### src/rtl/psec_spi_pkg.sv
// psec_spi_pkg
// Shared types and constants for the serial register-access path.
//   state_e        : sequencer states (IDLE, ADDR, DATA)
//   ADDR_W/DATA_W  : address/select width and register width
//   NUM_REGS       : highest valid register address (valid range 1..NUM_REGS)
//   RESERVED_ADDR  : address 0, always reads 0x00 and never advances
//   next_addr()    : burst successor of an address, wrapping NUM_REGS to 1
package psec_spi_pkg;

    localparam int ADDR_W = 8;
    localparam int DATA_W = 8;

    localparam logic [ADDR_W-1:0] NUM_REGS      = ADDR_W'(59);
    localparam logic [ADDR_W-1:0] RESERVED_ADDR = '0;

    typedef enum logic [1:0] {
        IDLE = 2'd0,
        ADDR = 2'd1,
        DATA = 2'd2
    } state_e;

    // Address 0 is never part of a burst, so the top address wraps to 1.
    function automatic logic [ADDR_W-1:0] next_addr(input logic [ADDR_W-1:0] a);
        return (a == NUM_REGS) ? ADDR_W'(1) : a + ADDR_W'(1);
    endfunction

endpackage

### src/rtl/poci_shifter.sv
// poci_shifter
// DATA_W-bit load/shift register with a registered serial output, LSB first.
//   sclk  : serial clock, all updates on posedge
//   rst   : asynchronous active-high reset
//   load  : poci <= din[0], register <= din >> 1
//   shift : poci <= register[0], register >>= 1
//   clr   : poci and register forced to 0 (highest priority after reset)
//   din   : parallel byte to serialize
//   poci  : serial data output
module poci_shifter
    import psec_spi_pkg::*;
(
    input  logic              sclk,
    input  logic              rst,
    input  logic              load,
    input  logic              shift,
    input  logic              clr,
    input  logic [DATA_W-1:0] din,
    output logic              poci
);

    logic [DATA_W-1:0] shreg;

    always_ff @(posedge sclk or posedge rst) begin
        if (rst) begin
            shreg <= '0;
            poci  <= 1'b0;
        end else if (clr) begin
            shreg <= '0;
            poci  <= 1'b0;
        end else if (load) begin
            // Bit 0 goes straight out; the rest waits in the register.
            poci  <= din[0];
            shreg <= din >> 1;
        end else if (shift) begin
            poci  <= shreg[0];
            shreg <= shreg >> 1;
        end
    end

endmodule

### src/rtl/poci_readout_ctrl.sv
// poci_readout_ctrl
// Serial read sequencer for the POCI path. Receives an 8-bit register address
// LSB first on pico while cs_n is low, drives the register read mux select,
// and serializes the returned byte LSB first on poci. While cs_n stays low the
// address auto-increments (NUM_REGS wraps to 1) so the data stream is gapless.
//
// Valid/ready contract: there is no back-pressure. cs_n low is the only
// qualifier; every posedge sclk with cs_n low consumes one pico bit (address
// phase) or produces one poci bit (data phase). cs_n high on any edge aborts.
//
// Ports:
//   sclk, rst   : serial clock / asynchronous active-high reset
//   cs_n        : frame enable, active low
//   pico        : serial address in, LSB first
//   rd_data     : combinational byte from the read mux for mux_sel
//   mux_sel     : read mux select
//   poci        : registered serial data out, LSB first
//   busy        : frame in progress (state != IDLE)
//   byte_done   : one-cycle pulse with the last bit of each byte
//   addr_err    : sticky out-of-range start address, cleared at frame start
//   state_dbg   : current sequencer state, for observation
module poci_readout_ctrl
    import psec_spi_pkg::*;
(
    input  logic              sclk,
    input  logic              rst,
    input  logic              cs_n,
    input  logic              pico,
    input  logic [DATA_W-1:0] rd_data,
    output logic [ADDR_W-1:0] mux_sel,
    output logic              poci,
    output logic              busy,
    output logic              byte_done,
    output logic              addr_err,
    output logic [1:0]        state_dbg
);

    state_e            state, state_d;
    logic [2:0]        bit_cnt, bit_cnt_d;
    logic [ADDR_W-1:0] addr_sr, addr_d;
    logic [ADDR_W-1:0] mux_sel_d;
    logic              addr_err_d;
    logic              byte_done_d;
    // Frame started at the reserved address: select is frozen at 0.
    logic              zero_frame, zero_frame_d;
    logic              sh_load, sh_shift, sh_clr;

    always_ff @(posedge sclk or posedge rst) begin
        if (rst) begin
            state      <= IDLE;
            bit_cnt    <= '0;
            addr_sr    <= '0;
            mux_sel    <= '0;
            addr_err   <= 1'b0;
            byte_done  <= 1'b0;
            zero_frame <= 1'b0;
        end else begin
            state      <= state_d;
            bit_cnt    <= bit_cnt_d;
            addr_sr    <= addr_d;
            mux_sel    <= mux_sel_d;
            addr_err   <= addr_err_d;
            byte_done  <= byte_done_d;
            zero_frame <= zero_frame_d;
        end
    end

    always_comb begin
        state_d      = state;
        bit_cnt_d    = bit_cnt;
        addr_d       = addr_sr;
        mux_sel_d    = mux_sel;
        addr_err_d   = addr_err;
        byte_done_d  = 1'b0;
        zero_frame_d = zero_frame;
        sh_load      = 1'b0;
        sh_shift     = 1'b0;
        sh_clr       = 1'b0;

        case (state)
            IDLE: begin
                sh_clr = 1'b1;
                if (!cs_n) begin
                    addr_d       = {{(ADDR_W-1){1'b0}}, pico};
                    bit_cnt_d    = 3'd1;
                    addr_err_d   = 1'b0;
                    zero_frame_d = 1'b0;
                    state_d      = ADDR;
                end
            end

            ADDR: begin
                if (cs_n) begin
                    state_d   = IDLE;
                    bit_cnt_d = '0;
                    addr_d    = '0;
                    mux_sel_d = '0;
                    sh_clr    = 1'b1;
                end else begin
                    addr_d[bit_cnt] = pico;
                    if (bit_cnt == 3'd7) begin
                        // addr_d now holds the complete start address.
                        if (addr_d <= NUM_REGS) begin
                            mux_sel_d    = addr_d;
                            zero_frame_d = (addr_d == RESERVED_ADDR);
                        end else begin
                            mux_sel_d  = '0;
                            addr_err_d = 1'b1;
                        end
                        bit_cnt_d = '0;
                        state_d   = DATA;
                    end else begin
                        bit_cnt_d = bit_cnt + 3'd1;
                    end
                end
            end

            DATA: begin
                if (cs_n) begin
                    state_d   = IDLE;
                    bit_cnt_d = '0;
                    addr_d    = '0;
                    mux_sel_d = '0;
                    sh_clr    = 1'b1;
                end else begin
                    if (bit_cnt == 3'd0) sh_load  = 1'b1;
                    else                 sh_shift = 1'b1;
                    // 3-bit counter wraps 7 -> 0, starting the next byte gaplessly.
                    bit_cnt_d = bit_cnt + 3'd1;
                    // Select moves two edges ahead of the next load so the
                    // mux output has a full period to settle.
                    if (bit_cnt == 3'd6 && !addr_err && !zero_frame)
                        mux_sel_d = next_addr(mux_sel);
                    if (bit_cnt == 3'd7)
                        byte_done_d = 1'b1;
                end
            end

            default: begin
                state_d   = IDLE;
                bit_cnt_d = '0;
                mux_sel_d = '0;
                sh_clr    = 1'b1;
            end
        endcase
    end

    poci_shifter u_shifter (
        .sclk  (sclk),
        .rst   (rst),
        .load  (sh_load),
        .shift (sh_shift),
        .clr   (sh_clr),
        .din   (rd_data),
        .poci  (poci)
    );

    assign busy      = (state != IDLE);
    assign state_dbg = state;

endmodule

### config.mk
export PLATFORM = sky130hd
export DESIGN_NAME = poci_readout_ctrl
export DESIGN_NICKNAME = d
export VERILOG_FILES = /design/src/rtl/psec_spi_pkg.sv /design/src/rtl/poci_shifter.sv /design/src/rtl/poci_readout_ctrl.sv
export SDC_FILE = /design/constraint.sdc
export NUM_CORES = 1
export LEC_CHECK = 0
export CAP_MARGIN = 5
export CORE_MARGIN = 2
export CORE_UTILIZATION = 43
export DETAILED_ROUTE_END_ITERATION = 7
export GPL_ROUTABILITY_DRIVEN = 0
export PLACE_DENSITY_LB_ADDON = 0.3
export SYNTH_ARGS = -nofsm -noshare
export SYNTH_HDL_FRONTEND = slang
export SYNTH_HIERARCHICAL = 1
export SYNTH_SLANG_ARGS = --single-unit
### constraint.sdc
create_clock -name sclk -period 2.6 [get_ports sclk]
set_clock_uncertainty 0.1 [all_clocks]
set_input_delay 0.65 -clock sclk [delete_from_list [all_inputs] [get_ports sclk]]
set_output_delay 0.65 -clock sclk [all_outputs]
set_load 0.05 [all_outputs]
==> run summary <==
row count: 25
CP arrival: 2510 ps
CTS Sinks: 32
initial core utilization: 44.61%
WL/cell: 15.37 microns
via count: 1948
Area contributors post-synth: dfrtp_1, mux2i_1, o21ai_0
top-count cell post-synth: dfrtp_1
#FFs+latches synth: 32
cells on worst reg2reg path: 8
EDFF count, synth: 0
Post-Syn Area: 0.002121 sq mm
hold_sp: zero_frame
Leak: 0.001110 uW
Area Overhead vs Synth: 22.95%
Slew Limit Fails: 0
GRT Residual Overflow: 0
setup_tns: 0 ps
FMAX: 0.4107 GHz
pwr/cell area: 721.0 mW/mm^2
Die Wd: 74.23 microns
worst-case clock buffer depth: 2
initial antenna violation count: 0
clk_lat worst skew: 290 ps
Final setup viols: 0
post-DP HPWL: 3762 microns
Min-Delay Path Class: reg2reg
Remaining DRCs: 0
H-Tree Depth: 2
antenna cells: 0
Critical path origin: bit_cnt[0]
RSZ-0062 raised after global routing: false
RR Endpoint: mux_sel[0]
Vert. Die Dim: 74.23 microns
WHS Endpoint: zero_frame
syn_nets: 256
ratio of final minimum period to clock period: 93.64%
post-route minimum period: 2435 ps
layout net count: 293
commonest register cell after synthesis: dfrtp_1
Synth Warn #: 6
root buffer cell: clkbuf_8
Top Ports: 26
WL final: 5225 microns
Final Hold Fails: 0
Max Cap Violations: 0
worst reg-to-reg setup slack: 170 ps
CP Capture Type: register
Worst-Margin Slew: 551.8 ps
Synth cell types: 46
Port-buffer cells: 25
hold_buf cts: 0
WP data required: 2670 ps
Fin Hold WS: 386.3 ps
Syn Inst Count: 235
Async S/R FF share, synth: 100.0%
Rel. slew slack: 63.21%
largest net degree at the start of global routing: 25
Worst-path clk slew: 70 ps
Total GRT Usage: 20.49%
Setup Buffers After CTS: 0
CTS tree: built
Setup Crit Path Kind: reg2reg
first-pass GRT wire length: 8645 microns
TritonCTS Buffers: 5
worst r2r src: bit_cnt[0]
Starting DRT DRC Count: 232
Die ar.: 0.005510 sq mm
sequential share of the synthesized area: 37.76%
ratio of cells with drive above 1 in the final layout: 10.99%
Post-Syn Area per Cell: 9.025 sq um
antenna-violating nets left: 0
Core Area: 0.004755 sq mm
top cells by count, synth: dfrtp_1, o21ai_0, nand2_1
VDD IR max: 441.2 uV
vias per cell: 5.729
CP startpoint kind: register
Hold Path Stages: 1
area leader, netlist: dfrtp_1
DR pass1 iterations: 4
Crit Path Max Fanout: 14
cts repair resizes: 0
area share of the largest cell type after synthesis: 37.76%
vias in the first global route: 1812
outcome: finished clean
fin util: 54.84%
==> sequential cells by signal, summed over array words and instances (netlist names) <==
name and count:
state_dbg 2, u_shifter/poci 1, mux_sel 8, byte_done 1, zero_frame 1, u_shifter/shreg 7, bit_cnt 3, addr_err 1
addr_sr 8
==> metal layers <==
layer  track usage (%)  share of wire [%]
met4             5.357                1.1
met5                 0                  0
met2             31.15                 47
met1             30.23                 48
met3             3.794                4.4
==> layout make-up <==
class | instances | area, sq um
flip-flops and latches | 32 | 800.8
clock inverters | 2 | 35.03
fillers | 447 | 2147
well taps | 67 | 83.83
clock buffers | 6 | 72.57
multi-input cells | 179 | 1202
repair buffers | 40 | 360.3
inverters | 14 | 52.55
==> critical path, cell delays in order, from the launching register on <==
cell      delay (ps)
dfrtp_1          630
inv_1            220
ha_1             240
and4bb_2         230
o221ai_2         250
inv_1             90
nand2_1          190
nor4_1           100
a211o_1          270
==> placed cells by master (no fill, tap or decap), drive strengths merged, types with 5 or more instances in the layout <==
master and count:
nor2 15, a31oi 6, a21oi 7, ha 9, a211oi 8, buf 16
clkdlybuf4s50 24, nor2b 14, nand3 11, mux2i 14, dfrtp 32, nand2 17
o21ai 27, nand2b 5, inv 14, nor3 5, clkbuf 6
==> how the worst max path moves through the flow <==
| stage | to | slack (ps) | depth (start not counted) |
|---|---|---|---|
| final | mux_sel[0] | 170 | 8 |
| after CTS | mux_sel[0] | 200 | 8 |
| after global routing | mux_sel[0] | 1 | 8 |
| after detailed placement | zero_frame | 60 | 6 |
| after floorplan | mux_sel[3] | 70 | 8 |
| after global placement | zero_frame | 80 | 6 |
==> power breakdown <==
part           switching, uW  internal, uW
clock                    191           284
combinational            453           300
sequential               108           545
==> metrics by stage <==
step           setup WS [ps]  power, uW  cell area (sq um)  std cells
2_1_floorplan          71.08       1178               2121        235
3_3_place_gp           76.91       1402               2500        332
3_5_place_dp           63.27       1405               2500        332
4_1_cts                203.4       1886               2608        340
5_1_grt                1.138       1998               2608        340
6_report               165.4       1880               2608        340
==> cells by family (layout without fill, tap and decap cells) <==
kind of cell	after synthesis	count (layout)	synth area share (%)
AND/OR/NAND/NOR	85	85	20.94
flip-flops	32	32	37.76
adder cells (fa/ha/maj)	9	9	5.310
buffers and inverters	24	62	5.546
multiplexers	16	16	7.669
AO/OA/AOI/OAI	69	69	22.77
Power figures use the tool's default switching activity.
